### src/rtl/rom_prefetch_buffer_if.sv
// Fetch-side bundle of the ROM prefetcher: redirect request plus the
// instruction valid/ready stream. The buffer sits on the slave side and
// the instruction-fetch consumer sits on the master side.
interface rom_prefetch_buffer_if #(
  parameter int AW = 13
);
  logic          flush;
  logic [AW-1:0] flush_addr;
  logic          instr_valid;
  logic          instr_ready;
  logic [31:0]   instr_data;
  logic [AW-1:0] instr_addr;

  modport master (
    output flush, flush_addr, instr_ready,
    input  instr_valid, instr_data, instr_addr
  );

  modport slave (
    input  flush, flush_addr, instr_ready,
    output instr_valid, instr_data, instr_addr
  );
endinterface

### src/rtl/rom_prefetch_buffer.sv
// Sequential prefetcher for a synchronous-read ROM.
//
// Consecutive words are streamed into a DEPTH-entry FIFO. A read is issued
// only when there is guaranteed room for it: the buffered words plus the
// single in-flight read must be below DEPTH. A pop in the same cycle is not
// credited, so a free slot is always waiting when the ROM data comes back.
// A flush clears everything and restarts the stream at flush_addr.
module rom_prefetch_buffer #(
  parameter  int MEM_WORDS = 8192,
  parameter  int DEPTH     = 4,
  localparam int AW        = $clog2(MEM_WORDS)
) (
  input  logic           CLK,
  input  logic           RST,
  output logic           ROM_EN,
  output logic [AW-1:0]  ROM_A,
  input  logic [31:0]    ROM_DO,
  rom_prefetch_buffer_if.slave bus
);

  localparam int PW = (DEPTH > 1) ? $clog2(DEPTH) : 1;
  localparam int CW = $clog2(DEPTH + 1);

  typedef struct packed {
    logic [31:0]   data;
    logic [AW-1:0] addr;
  } entry_t;

  logic [AW-1:0] pf_addr;
  logic          inflight;
  logic [AW-1:0] inflight_addr;
  entry_t        fifo [DEPTH];
  logic [PW-1:0] wptr;
  logic [PW-1:0] rptr;
  logic [CW-1:0] count;

  logic          issue;
  logic          push;
  logic          pop;
  logic [CW:0]   occupancy;
  logic [AW-1:0] pf_addr_inc;
  entry_t        head;

  // Credit check, push/pop qualification and the registered ROM address.
  always_comb begin
    occupancy   = {1'b0, count} + {{CW{1'b0}}, inflight};
    issue       = !RST && !bus.flush && (occupancy < (CW+1)'(DEPTH));
    pf_addr_inc = (pf_addr == AW'(MEM_WORDS - 1)) ? '0 : pf_addr + AW'(1);
    push        = inflight && !bus.flush;
    pop         = bus.instr_valid && bus.instr_ready;
    ROM_EN      = issue;
    ROM_A       = pf_addr;
  end

  // Consumer-facing head; zeroed whenever nothing is presented.
  always_comb begin
    head            = fifo[rptr];
    bus.instr_valid = (count != '0) && !bus.flush;
    bus.instr_data  = bus.instr_valid ? head.data : '0;
    bus.instr_addr  = bus.instr_valid ? head.addr : '0;
  end

  // Issue side: next address to fetch and the read currently in flight.
  always_ff @(posedge CLK) begin
    if (RST) begin
      pf_addr       <= '0;
      inflight      <= 1'b0;
      inflight_addr <= '0;
    end else if (bus.flush) begin
      pf_addr  <= bus.flush_addr;
      inflight <= 1'b0;
    end else begin
      inflight <= issue;
      if (issue) begin
        pf_addr       <= pf_addr_inc;
        inflight_addr <= pf_addr;
      end
    end
  end

  // FIFO bookkeeping; flush and reset both empty it.
  always_ff @(posedge CLK) begin
    if (RST || bus.flush) begin
      wptr  <= '0;
      rptr  <= '0;
      count <= '0;
    end else begin
      if (push) wptr <= wptr + PW'(1);
      if (pop)  rptr <= rptr + PW'(1);
      case ({push, pop})
        2'b10:   count <= count + CW'(1);
        2'b01:   count <= count - CW'(1);
        default: count <= count;
      endcase
    end
  end

  // Storage: ROM data is only sampled when a read was actually in flight.
  always_ff @(posedge CLK) begin
    if (!RST && push) fifo[wptr] <= '{data: ROM_DO, addr: inflight_addr};
  end

`ifndef SYNTHESIS
  // The issue credit must make a push into a full FIFO impossible.
  a_no_overflow: assert property (@(posedge CLK) disable iff (RST)
    !(push && !pop && (count == CW'(DEPTH))));
`endif

endmodule

### src/flat_wrapper.sv
// flat-port wrapper written by rule: the top's interface ports become plain ports
module rom_prefetch_buffer_flat 
#(
  parameter  int MEM_WORDS = 8192,
  parameter  int DEPTH     = 4,
  localparam int AW        = $clog2(MEM_WORDS)
)
  (CLK, RST, ROM_EN, ROM_A, ROM_DO, bus_flush, bus_flush_addr, bus_instr_ready, bus_instr_valid, bus_instr_data, bus_instr_addr);
  rom_prefetch_buffer_if #(.AW(($clog2(MEM_WORDS)))) bus_i ();
  input  logic CLK;
  input  logic RST;
  output logic ROM_EN;
  output logic [AW-1:0] ROM_A;
  input  logic [31:0] ROM_DO;
  input wire logic [$bits(bus_i.flush)-1:0] bus_flush;
  input wire logic [$bits(bus_i.flush_addr)-1:0] bus_flush_addr;
  input wire logic [$bits(bus_i.instr_ready)-1:0] bus_instr_ready;
  output wire logic [$bits(bus_i.instr_valid)-1:0] bus_instr_valid;
  output wire logic [$bits(bus_i.instr_data)-1:0] bus_instr_data;
  output wire logic [$bits(bus_i.instr_addr)-1:0] bus_instr_addr;
  assign bus_i.flush = bus_flush;
  assign bus_i.flush_addr = bus_flush_addr;
  assign bus_i.instr_ready = bus_instr_ready;
  assign bus_instr_valid = bus_i.instr_valid;
  assign bus_instr_data = bus_i.instr_data;
  assign bus_instr_addr = bus_i.instr_addr;
  rom_prefetch_buffer #(.MEM_WORDS(MEM_WORDS), .DEPTH(DEPTH)) u_core (.CLK(CLK), .RST(RST), .ROM_EN(ROM_EN), .ROM_A(ROM_A), .ROM_DO(ROM_DO), .bus(bus_i));
endmodule
### config.mk
export PLATFORM = sky130hd
export DESIGN_NAME = rom_prefetch_buffer_flat
export DESIGN_NICKNAME = d
export VERILOG_FILES = /design/src/rtl/rom_prefetch_buffer_if.sv /design/src/rtl/rom_prefetch_buffer.sv /design/src/flat_wrapper.sv
export SDC_FILE = /design/constraint.sdc
export NUM_CORES = 1
export LEC_CHECK = 0
export CORE_MARGIN = 2
export CORE_UTILIZATION = 40
export DETAILED_ROUTE_END_ITERATION = 10
export PLACE_DENSITY = 0.64
export SLEW_MARGIN = 20
export SYNTH_ARGS = -nofsm -noshare
export SYNTH_HDL_FRONTEND = slang
export SYNTH_SLANG_ARGS = --single-unit
### constraint.sdc
create_clock -name CLK -period 7.6 [get_ports CLK]
set_clock_uncertainty 0.1 [all_clocks]
set_input_delay 1.52 -clock CLK [delete_from_list [all_inputs] [get_ports CLK]]
set_output_delay 1.52 -clock CLK [all_outputs]
set_load 0.05 [all_outputs]
==> results of run 1 <==
[routing by layer]
metal  track usage [%]  wire (um)  vias up
met2              25.1       8020      150
met3              2.53        833       21
li1                  -          -     2120
met4              3.62        231        0
met5                 0          0        -
met1              19.6       7060     2363
[area by class of cell]
cell class              count  share of cell area [%]
flip-flops and latches    216                    58.0
multi-input cells         240                    20.8
repair buffers            113                    10.6
clock buffers              27                    5.59
well taps                 275                    3.26
clock inverters            13                    1.49
inverters                   7                   0.249
[how the worst max path moves through the flow]
stage | from | endpoint | slack (ns)
final | RST | ROM_EN | 1.27
after global routing | RST | ROM_EN | 1.05
after global placement | RST | ROM_EN | 1.54
after floorplan | bus_flush | bus_instr_data[22] | 3.05
after detailed placement | RST | ROM_EN | 1.35
after CTS | RST | ROM_EN | 1.33
[kinds of logic after synthesis]
kind of cell,count (synthesis)
compound gates,44
xor+xnor,10
fa+ha+maj,7
buf+inv,32
flops,216
mux,47
simple gates,132
[stage by stage]
stage | cell area (um2) | setup WS [ns]
floorplan | 8460 | 3.05
global placement | 9820 | 1.54
detailed placement | 9820 | 1.35
CTS | 10600 | 1.33
global route | 10600 | 1.05
finish | 10600 | 1.27
[critical path, stage by stage]
cell and delay [ns]:
clkdlybuf4s50_1 0.92, nor2_1 0.50, nand2_1 0.47, inv_2 0.41, clkdlybuf4s50_1 0.87
[sequential cells by signal, indices dropped and copies added (netlist names), named ones only]
signal and cells:
u_core.ROM_A 13, u_core.fifo 180, u_core.inflight_addr 13, u_core.inflight 1
u_core.wptr 2, u_core.rptr 2, u_core.count 3
[report_power, final]
part / switching [W] / internal (W) / total, W
clock: 0.000409 / 0.000685 / 0.00109
combinational: 0.0000597 / 0.0000476 / 0.000107
sequential: 0.0000148 / 0.00129 / 0.00131
[placed cells by master, fill, tap and decap left out, types with 3 or more instances in the layout]
master / instances
edfxtp_1: 180
clkdlybuf4s50_1: 108
and2_1: 46
mux4_2: 45
nand2_1: 36
dfxtp_1: 34
clkbuf_16: 23
a21oi_1: 19
nor2_1: 15
nand3_1: 10
clkinv_1: 7
xnor2_1: 6
ha_1: 6
inv_1: 5
a31oi_1: 5
buf_4: 5
nor3_1: 4
and3_2: 4
nand4_1: 4
xor2_1: 4
bufinv_16: 4
clkbuf_1: 4
a311oi_1: 3
o21ai_0: 3
clkinv_2: 3
==> run summary, run 1 <==
# DRC - 0
Post-route minimum period - 6.33 ns
Max VDD drop - 0.117 mV
XOR/XNOR share of the synthesized area - 1.04%
Critical Path Source Type - input pin
Initial Util - 40.5%
Post-CTS setup buffer count - 0
PortBufs - 108
TritonRoute pass-1 iters - 5
CP Capture Type - output pin
Die area - 22300 um2
Core ar. - 20900 um2
Fin. max-slew vios - 0
Root buf cell - clkbuf_16
Simple-gate share of the synthesized area - 8.22%
Critical setup path kind - input pin to output pin
Max Freq - 158 MHz
Final Cycle Share - 83.3%
Site row count - 53
Min-delay src - u_core.inflight_addr[9]
Layout cell share with drive strength beyond 1 - 14.6%
Reg2reg setup slack - 5.15 ns
Power after layout - 0.00251 W
Synth top area share - 63.9%
Number of synthesized register bits - 216
Crit path arrival time - 4.71 ns
Yosys top cell by area - edfxtp_1
Reg-to-Reg End - u_core.count[2]
Hold_buf cts - 0
P&R area growth vs syn - 24.9%
Via Count - 4654
Max Cap Viol - 0
Post-synth EDFFs - 180
Clock transition at path regs - 0.06 ns
CTS max path bufs - 3
P_leak - 3.42 nW
Top cells by count, synth - edfxtp_1, and2_1, mux4_2, dfxtp_1, nand2_1
WL final - 16.2 mm
Post-Synth Adder-Cell Area - 1.12%
Cell variety after synth - 46
CP required - 5.98 ns
Proportion of synthesized area in mux cells - 12.2%
Hold Crit Class - register to register
Main combinational cell family by area after synthesis - multiplexers
Final setup fails - 0
Worst slew pin tran - 1.01 ns
Relative slew slack - 32.2%
Util after Layout - 50.6%
Antenna Nets Post-Route - 0
Placed cells - 851
Hold Vio Cnt, Final - 0
Worst Hold Slack - 0.406 ns
Die width - 149 um
Pin count of the biggest net entering global routing - 47
Clk_lat worst skew - 0.49 ns
Vias in the first global route - 4835
Synthesized area - 8460 um2
Multi-input gate area - 2200 um2
Mapped Cells - 488
Initial antenna violation count - 0
R2R depth - 7
DPL Wire Length - 9.33 mm
Fillers - 1748
Overall routing resource usage - 14.7%
Area occupied by registers - 6130 um2
TNS Setup - 0 ns
Resize count post-CTS - 0
Vias per cell - 5.22
RSZ-0062 raised after global routing - no
Synth Flop Type - edfxtp_1
TritonCTS clock tree - built
Complex-gate fraction of the synthesized area - 3.25%
GPL Wtd Cong - 0.792
Hold Path Sink - u_core.inflight_addr[9]
CTS buffer count - 22
Synth area leaders - edfxtp_1, mux4_2, dfxtp_1
CP max FO - 28
First-pass GRT wire length - 25.6 mm
Die Ht - 149 um
FFs w/ async S/R, synth - 0%
Power per cell area - 237 nW/um2
Ant diodes - 0
Synth warn - 0
DRT iter0 DRCs - 222
Outcome - finished, final reports clean
Final nets - 656
Avg Cell Area, Syn - 17.3 um2
TritonCTS Sinks - 216
Syn_nets - 544
Most common cell in the netlist - edfxtp_1
Num ports - 109
Htree depth - 1
Post-DR wirelength/cell - 18.1 um
Non-filler cells, final - 891
Post-synthesis sequential area ratio - 72.4%
Hold path depth - 2
Gr ovfl total - 0
Reg2reg start - u_core.count[0]
Note: power is estimated with default switching activity, not from simulation.
==> inputs of run 2 (changes only) <==
==> constraint.sdc (replaced) <==
create_clock -name CLK -period 6.65 [get_ports CLK]
set_clock_uncertainty 0.1 [all_clocks]
set_input_delay 1.33 -clock CLK [delete_from_list [all_inputs] [get_ports CLK]]
set_output_delay 1.33 -clock CLK [all_outputs]
set_load 0.05 [all_outputs]
==> run summary, run 2 (synthesis gave the netlist of run 1 again) <==
Hold Crit Class - register to register (unchanged)
Layout cell share with drive strength beyond 1 - 15.0% (was 14.6%)
Hold path depth - 2 (unchanged)
Ant diodes - 0 (unchanged)
Crit path arrival time - 3.83 ns (was 4.71 ns)
PortBufs - 108 (unchanged)
Reg power frac - 53.7% (was 52.1%)
GPL Wtd Cong - 0.792 (about the same)
Htree depth - 1 (unchanged)
CTS max path bufs - 3 (unchanged)
Vias in the first global route - 4707 (was 4835)
TritonCTS clock tree - built (unchanged)
Clock share of power - 41.8% (was 43.6%)
Clk_lat worst skew - 0.49 ns (about the same)
Max FFs per register - 180 (unchanged)
CP required - 5.22 ns (was 5.98 ns)
Overall routing resource usage - 14.9% (was 14.7%)
Vias per cell - 5.16 (was 5.22)
Slowest cell delay on critical path - 0.82 ns (was 0.92 ns)
Final setup fails - 0 (unchanged)
DRT iter0 DRCs - 288 (was 222)
Critical setup path kind - input pin to output pin (unchanged)
Die area - 22300 um2 (unchanged)
Root buf cell - clkbuf_16 (unchanged)
Resize count post-CTS - 0 (unchanged)
Largest register by flop count - u_core.fifo (unchanged)
Reg2reg start - u_core.count[0] (unchanged)
Outcome - finished, final reports clean (unchanged)
Placed cells - 854 (was 851)
Hold_buf cts - 0 (unchanged)
Gr ovfl total - 0 (unchanged)
Hold Path Sink - u_core.inflight_addr[7] (was u_core.inflight_addr[9])
Core ar. - 20900 um2 (unchanged)
P_int - 0.00222 W (was 0.00202 W)
Critical Path Source Type - input pin (unchanged)
Most frequent cells in the layout - edfxtp_1, clkdlybuf4s50_1, and2_1 (unchanged)
Clock transition at path regs - 0.06 ns (about the same)
Site row count - 53 (unchanged)
Comb pwr share - 4.5% (was 4.3%)
Max Cap Viol - 0 (unchanged)
Switching power - 0.000555 W (was 0.000483 W)
Die Ht - 149 um (unchanged)
TNS Setup - 0 ns (unchanged)
Via Count - 4605 (was 4654)
TritonCTS Sinks - 216 (unchanged)
Reg2reg setup slack - 4.10 ns (was 5.15 ns)
Switch share - 20.0% (was 19.3%)
Num ports - 109 (unchanged)
Worst setup margin - 1.39 ns (was 1.27 ns)
# DRC - 0 (unchanged)
Max Freq - 190 MHz
P&R area growth vs syn - 24.5% (was 24.9%)
Post-DR wirelength/cell - 18.2 um (was 18.1 um)
CP max-delay cell - clkdlybuf4s50_1 (unchanged)
CTS buffer count - 22 (unchanged)
CP most frequent cell - clkdlybuf4s50_1 (unchanged)
Reg-to-Reg End - u_core.count[2] (unchanged)
Worst slew pin tran - 0.969 ns (was 1.01 ns)
Hold Vio Cnt, Final - 0 (unchanged)
R2R depth - 7 (unchanged)
Final nets - 659 (was 656)
DPL Wire Length - 9.44 mm (was 9.33 mm)
Util after Layout - 50.4% (was 50.6%)
WL final - 16.3 mm (was 16.2 mm)
Initial antenna violation count - 0 (unchanged)
Relative slew slack - 35.3% (was 32.2%)
Die width - 149 um (unchanged)
Post-route minimum period - 5.26 ns
Final Cycle Share - 79.1%
CP Capture Type - output pin (unchanged)
RSZ-0062 raised after global routing - no (unchanged)
First-pass GRT wire length - 25.6 mm (about the same)
Max VDD drop - 0.133 mV (was 0.117 mV)
CP Cell Sequence - clkdlybuf4s50_1 > buf_4 > nor2_4 > and2_1 > clkdlybuf4s50_1 (was clkdlybuf4s50_1 > nor2_1 > nand2_1 > inv_2 > clkdlybuf4s50_1)
Initial Util - 40.5% (unchanged)
Min-delay src - u_core.inflight_addr[7] (was u_core.inflight_addr[9])
Antenna Nets Post-Route - 0 (unchanged)
Most common cell after layout, fill and taps aside - edfxtp_1 (unchanged)
Pin count of the biggest net entering global routing - 47 (unchanged)
CP max FO - 46 (was 28)
Non-filler cells, final - 893 (was 891)
P_leak - 3.41 nW (was 3.42 nW)
Post-CTS setup buffer count - 0 (unchanged)
Place WS - 1.34 ns (was 1.35 ns)
TritonRoute pass-1 iters - 4 (was 5)
Fin. max-slew vios - 0 (unchanged)
Power per cell area - 264 nW/um2 (was 237 nW/um2)
Worst Hold Slack - 0.400 ns (was 0.406 ns)
[run 2: cell types whose count changed in the layout (fill, tap and decap cells not counted), sizes merged]
cell    previous run  this run
clkbuf            27        31
buf                5         8
bufinv             4         1
clkinv            10         7
inv                6         7
[run 2: per-stage QoR]
step,total power (W),area [um2]
after floorplan,0.00158,8460
after global placement,0.00164,9840
after detailed placement,0.00165,9840
after CTS,0.00281,10500
after global routing,0.00287,10500
final,0.00278,10500
[run 2: worst max-delay path: cells and delay by family]
family                 cells  cell delay [ns]
buffers and inverters      3             1.42
AND/OR/NAND/NOR            2             1.06
[run 2: per-layer routing]
metal  GRT usage [%]  share of wire, %
met5               0                 0
met4            5.05               2.4
met3            2.50               7.5
met2            24.2                47
met1            20.5                43
[run 2: layout make-up]
type	instances	area [um2]
fillers	1745	10400
flip-flops and latches	216	6130
multi-input cells	240	2200
repair buffers	116	1140
clock buffers	31	626
well taps	275	344
clock inverters	8	62.6
inverters	7	26.3
[run 2: power groups by stage]
stage,clock network [W],registers (W),logic (W)
after floorplan,0,0.00153,0.0000468
after global placement,0,0.00152,0.000122
after detailed placement,0,0.00152,0.000125
after CTS,0.00119,0.00149,0.000126
after global routing,0.00124,0.00149,0.000134
final,0.00116,0.00149,0.000125
[run 2: worst max path at each step]
| stage | cells past startpoint | to | from |
|---|---|---|---|
| after floorplan | 3 | bus_instr_data[22] | bus_flush |
| after global placement | 5 | bus_instr_addr[12] | bus_flush |
| after detailed placement | 5 | bus_instr_addr[12] | bus_flush |
| after CTS | 5 | bus_instr_addr[12] | bus_flush |
| after global routing | 5 | bus_instr_addr[12] | bus_flush |
| final | 5 | bus_instr_addr[12] | bus_flush |
